==> src/rtl/fp_mac_result_sink.sv <==
// Receive end of the FP MAC result stream: AXI-Stream slave into a FWFT FIFO with a pop port,
// sticky IEEE-754 exception flags and a saturating accepted-word counter.
module fp_mac_result_sink #(
  parameter int unsigned DEPTH = 8,
  parameter int unsigned CNT_W = 16
) (
  input  logic                     aclk,
  input  logic                     aresetn,
  input  logic                     s_axis_result_tvalid,
  output logic                     s_axis_result_tready,
  input  logic [31:0]              s_axis_result_tdata,
  input  logic                     rd_en,
  output logic                     rd_valid,
  output logic [31:0]              rd_data,
  output logic [$clog2(DEPTH):0]   count,
  output logic                     full,
  output logic                     empty,
  input  logic                     clr_flags,
  output logic                     flag_nan,
  output logic                     flag_inf,
  output logic                     flag_zero,
  output logic                     flag_denorm,
  output logic [CNT_W-1:0]         accept_cnt
);

  localparam int unsigned AW = $clog2(DEPTH);
  localparam int unsigned CW = AW + 1;
  localparam logic [CW-1:0]    DepthC = CW'(DEPTH);
  localparam logic [CNT_W-1:0] CntMax = '1;

  logic [31:0]      mem_q [DEPTH];
  logic [AW-1:0]    wr_ptr_q, wr_ptr_d, rd_ptr_q, rd_ptr_d;
  logic [CW-1:0]    count_q, count_d;
  logic             tready_q, tready_d;
  logic [31:0]      rd_data_q, rd_data_d;
  logic [3:0]       flags_q, flags_d, dec;  // {nan, inf, zero, denorm}
  logic [CNT_W-1:0] accept_cnt_q, accept_cnt_d;
  logic             push, pop;
  logic [7:0]       exp_f;
  logic             man_nz;

  always_comb begin
    push = s_axis_result_tvalid && tready_q;
    pop  = rd_en && (count_q != '0);

    wr_ptr_d = push ? wr_ptr_q + 1'b1 : wr_ptr_q;
    rd_ptr_d = pop  ? rd_ptr_q + 1'b1 : rd_ptr_q;

    count_d = count_q;
    if (push && !pop) begin
      count_d = count_q + 1'b1;
    end else if (!push && pop) begin
      count_d = count_q - 1'b1;
    end
    tready_d = (count_d != DepthC);

    // Registered head: the incoming word becomes the head only when nothing older remains.
    rd_data_d = rd_data_q;
    if (count_d != '0) begin
      if (push && (wr_ptr_q == rd_ptr_d)) begin
        rd_data_d = s_axis_result_tdata;
      end else begin
        rd_data_d = mem_q[rd_ptr_d];
      end
    end

    exp_f  = s_axis_result_tdata[30:23];
    man_nz = |s_axis_result_tdata[22:0];
    dec    = {(exp_f == 8'hFF) && man_nz, (exp_f == 8'hFF) && !man_nz,
              (exp_f == 8'h00) && !man_nz, (exp_f == 8'h00) && man_nz};
    // Set beats clear for the same flag on the same edge.
    flags_d = (flags_q & {4{!clr_flags}}) | (push ? dec : 4'b0000);

    accept_cnt_d = accept_cnt_q;
    if (push && (accept_cnt_q != CntMax)) begin
      accept_cnt_d = accept_cnt_q + 1'b1;
    end
  end

  always_ff @(posedge aclk) begin
    if (push) begin
      mem_q[wr_ptr_q] <= s_axis_result_tdata;
    end
  end

  always_ff @(posedge aclk or negedge aresetn) begin
    if (!aresetn) begin
      wr_ptr_q     <= '0;
      rd_ptr_q     <= '0;
      count_q      <= '0;
      tready_q     <= 1'b0;
      rd_data_q    <= '0;
      flags_q      <= '0;
      accept_cnt_q <= '0;
    end else begin
      wr_ptr_q     <= wr_ptr_d;
      rd_ptr_q     <= rd_ptr_d;
      count_q      <= count_d;
      tready_q     <= tready_d;
      rd_data_q    <= rd_data_d;
      flags_q      <= flags_d;
      accept_cnt_q <= accept_cnt_d;
    end
  end

  assign s_axis_result_tready = tready_q;
  assign count       = count_q;
  assign full        = (count_q == DepthC);
  assign empty       = (count_q == '0);
  assign rd_valid    = (count_q != '0);
  assign rd_data     = rd_data_q;
  assign flag_nan    = flags_q[3];
  assign flag_inf    = flags_q[2];
  assign flag_zero   = flags_q[1];
  assign flag_denorm = flags_q[0];
  assign accept_cnt  = accept_cnt_q;

endmodule
==> config.mk <==
export PLATFORM = sky130hd
export DESIGN_NAME = fp_mac_result_sink
export DESIGN_NICKNAME = d
export VERILOG_FILES = /design/src/rtl/fp_mac_result_sink.sv
export SDC_FILE = /design/constraint.sdc
export NUM_CORES = 1
export LEC_CHECK = 0
export BUFFER_PORTS_ARGS = -buffer_cell sky130_fd_sc_hd__buf_2
export CELL_PAD_IN_SITES_DETAIL_PLACEMENT = 1
export CELL_PAD_IN_SITES_GLOBAL_PLACEMENT = 1
export CORE_ASPECT_RATIO = 1.4
export CORE_MARGIN = 4
export CORE_UTILIZATION = 51
export CTS_CLUSTER_DIAMETER = 60
export DETAILED_ROUTE_END_ITERATION = 10
export GPL_TIMING_DRIVEN = 0
export PLACE_DENSITY_LB_ADDON = 0.1
export SYNTH_ARGS = -nofsm -noshare
export SYNTH_HDL_FRONTEND = slang
export SYNTH_SLANG_ARGS = --single-unit
==> constraint.sdc <==
create_clock -name aclk -period 4.7 [get_ports aclk]
set_input_delay 0.94 -clock aclk [delete_from_list [all_inputs] [get_ports aclk]]
set_output_delay 0.94 -clock aclk [all_outputs]
set_load 0.02 [all_outputs]
==> results.sh <==
export IMPL_final_antenna_net_count=0
export IMPL_kind_of_critical_path="flop to flop"
export IMPL_power_clock_fraction_pct=20.8
export IMPL_netlist_instances=1112
export IMPL_yosys_cell_types_count=59
export IMPL_buffer_ports_inserted=96
export IMPL_die_width_um=153
export IMPL_switching_power_total_uw=5120
export IMPL_hold_viol_final=0
export IMPL_final_layout_size_suffix_gt1_share_pct=21.7
export IMPL_floorplan_rows=74
export IMPL_min_delay_path_class="primary input to async pin"
export IMPL_drcViolationCount=0
export IMPL_share_of_yosys_cell_area_claimed_by_the_top_area_cell_type_pct=51.3
export IMPL_leakage_uw=0.00635
export IMPL_timing_critical_path_from_type="flop"
export IMPL_grt_pass1_wl_um=72700
export IMPL_worstSetupEndpointType="flop"
export IMPL_cts_root_buffer="clkbuf_16"
export IMPL_path_cells="inv_1 -> ha_1 -> or3b_4 -> and3_1 -> clkbuf_1 -> buf_2 -> buf_2 -> buf_1 -> a22oi_1 -> o211ai_1 -> o311ai_0 -> a22o_1"
export IMPL_max_freq_mhz=260
export IMPL_worst_slew_pin_transition_ps=1190
export IMPL_number_of_enable_type_register_cells_in_the_synthesized_netlist=256
export IMPL_grt_util_all_layers_pct=29.4
export IMPL_power_total_uw=12600
export IMPL_grt_max_degree=38
export IMPL_layout_worst_path_cycle_share_pct=81.7
export IMPL_antenna_found_initial=0
export IMPL_final_setup_viol_count=0
export IMPL_globalRoute_totalOverflow=0
export IMPL_ys_ff_latch=319
export IMPL_timing_final_ws_setup_ps=860
export IMPL_comb_power_share_pct=47.7
export IMPL_clkTransAtPathRegs_ps=70
export IMPL_fp_dieH_um=211
export IMPL_initial_util_pct=51.5
export IMPL_io_pins=97
export IMPL_period_minus_slack_ps=3840
export IMPL_cp_slowest_cell="buf_1"
export IMPL_post_route_utilization_pct=59.6
export IMPL_regToRegEndpoint="rd_data[8]"
export IMPL_synth_net_count=1154
export IMPL_relative_area_change_from_synthesis_to_final_layout_pct=15.7
export IMPL_cts_made_buffers=31
export IMPL_crit_path_max_fanout=10
export IMPL_r2r_start="count[0]"
export IMPL_power_density_cell_area_nw_per_um2=725
export IMPL_postCtsSetupRepairBufs=0
export IMPL_path_common_cell="buf_2"
export IMPL_rr_worst_depth=12
export IMPL_synth_largest_area_cell="edfxtp_1"
export IMPL_sequentialPowerShare_pct=31.6
export IMPL_detail_route_wirelength_um=48500
export IMPL_run_status="completed"
export IMPL_dpl_worst_slack_ps=863
export IMPL_final_cell_mix="edfxtp_1 (256), buf_2 (118), clkbuf_1 (73)"
export IMPL_switching_share_pct=40.7
export IMPL_syn_avg_cell_area_um2=13.5
export IMPL_synth_area_top_cells="edfxtp_1 (51%), dfrtp_1 (11%), o221a_2 (4.7%)"
export IMPL_reg2reg_setup_slack_ps=860
export IMPL_vias=11300
export IMPL_clock_tree_htree_level_count=1
export IMPL_worst_path_largest_cell_delay_ps=660
export IMPL_wl_per_cell_um=29.1
export IMPL_synth_async_reset_ratio_pct=19.7
export IMPL_peakVddDrop_v=0.000437
export IMPL_postSynth_topFlopCell="edfxtp_1"
export IMPL_cap_viol_max_count=0
export IMPL_cts_max_path_buffers=3
export IMPL_slew_limit_headroom_pct=19.9
export IMPL_antenna_cells=0
export IMPL_post_synth_instance_area_um2=15000
export IMPL_drt_pass1_iter_count=5
export IMPL_cts_sinks=319
export IMPL_die_area_um2=32200
export IMPL_p_int_uw=7440
export IMPL_layout_cells_most_common="edfxtp_1"
export IMPL_final_net_count=1303
export IMPL_setup_repair_after_global_routing_missed_its_margin="no"
export IMPL_final_max_slew_viol_count=0
export IMPL_cts_resized=0
export IMPL_fp_coreArea_um2=29100
export IMPL_fin_worst_skew_ps=10.7
export IMPL_vias_per_cell=6.77
export IMPL_hpwl_um=32200
export IMPL_gp_routability_congestion=0.809
export IMPL_number_of_buffers_inserted_for_hold_repair_after_clock_tree_synthesis=0
export IMPL_yosys_warnings=0
export IMPL_clk_latency_ps=570
export IMPL_initialDrtViolationCount=1104
export IMPL_cts_tree="done"
export IMPL_number_of_global_route_vias_before_repair=12100
export IMPL_synth_seq_area_share_pct=61.9
export IMPL_timing_critical_path_required_ps=5150
export IMPL_arrival_ps=4290
## synthesized netlist by cell type (all sizes together) (4+ instances only)
library cell	instances
nand2	21
a22oi	31
o21a	63
o21ai	4
o221ai	33
mux2i	66
o221a	62
nor2	42
clkbuf	63
nor3	11
inv	74
a22o	33
buf	39
o22ai	31
ha	5
dfrtp	63
a221oi	62
nand4	8
o211ai	32
nand3	14
o311ai	31
xor2	5
xnor2	17
edfxtp	256
nor4	9
## flip-flops by register name, summed over array words and instances (netlist names)
name / cells
accept_cnt: 16
count: 4
flags_q: 4
mem_q: 256
rd_data: 32
rd_ptr_q: 3
s_axis_result_tready: 1
wr_ptr_q: 3
## worst max-delay path: cells and delay by family, from the launching register on
family / cells / cell delay [ps]
flops: 1 / 440
compound gates: 4 / 820
simple gates: 2 / 450
fa+ha+maj: 1 / 290
buf+inv: 5 / 1710
## logic make-up (layout without fill, tap and decap cells)
| logic type | Yosys count | after routing | synth area share, % |
|---|---|---|---|
| AO/OA/AOI/OAI | 400 | 400 | 22.9 |
| flip-flops | 319 | 319 | 61.9 |
| buffers and inverters | 176 | 349 | 5.06 |
| AND/OR/NAND/NOR | 123 | 123 | 4.02 |
| multiplexers | 67 | 67 | 4.49 |
| XOR/XNOR | 22 | 22 | 1.29 |
| adder cells (fa/ha/maj) | 5 | 5 | 0.418 |
## per-stage QoR
step	hold WS (ps)	TNS, ps	instance area [um^2]	instances
4_1_cts	302	0	17300	1665
3_5_place_dp	478	0	16300	1608
6_report	300	0	17300	1665
5_1_grt	314	0	17300	1665
3_3_place_gp	473	-278720	15900	1588
2_1_floorplan	546	0	15000	1112
## power by group through the flow
stage,clock network [uW],registers (uW),logic (uW)
2_1_floorplan,0,4180,3630
3_3_place_gp,0,4020,5590
3_5_place_dp,0,4010,5890
4_1_cts,2630,3960,5950
5_1_grt,2750,4020,6350
6_report,2610,3960,5990
## worst max-delay path by stage
stage                  endpoint  slack (ps)            startpoint  depth (start not counted)
finish               rd_data[8]         860              count[0]                         12
global route        rd_data[25]         670              count[0]                         12
CTS                 rd_data[25]         830              count[0]                         12
detailed placement  rd_data[25]         860                 rd_en                         10
global placement    mem_q[6][2]       -2210  s_axis_result_tvalid                          4
floorplan           mem_q[1][0]         620  s_axis_result_tvalid                          4
## area by class of cell
type	instances	area, um^2
clock buffers	50	982
repair buffers	116	751
plain buffers	102	479
flip-flops and latches	319	9260
fillers	2890	11700
well taps	380	475
multi-input cells	617	5010
inverters	74	278
clock inverters	7	86.3
## routing by layer
metal / up-vias / GRT usage, % / share of wire, % / wire, um
met3: 123 / 4.53 / 6.4 / 3110
met4: 0 / 11.6 / 4.1 / 2010
met1: 5832 / 35.4 / 38 / 18300
met2: 482 / 53.2 / 52 / 25100
met5: - / 0 / 0 / 0
li1: 4839 / - / - / -
Note: power is estimated with default switching activity, not from simulation.
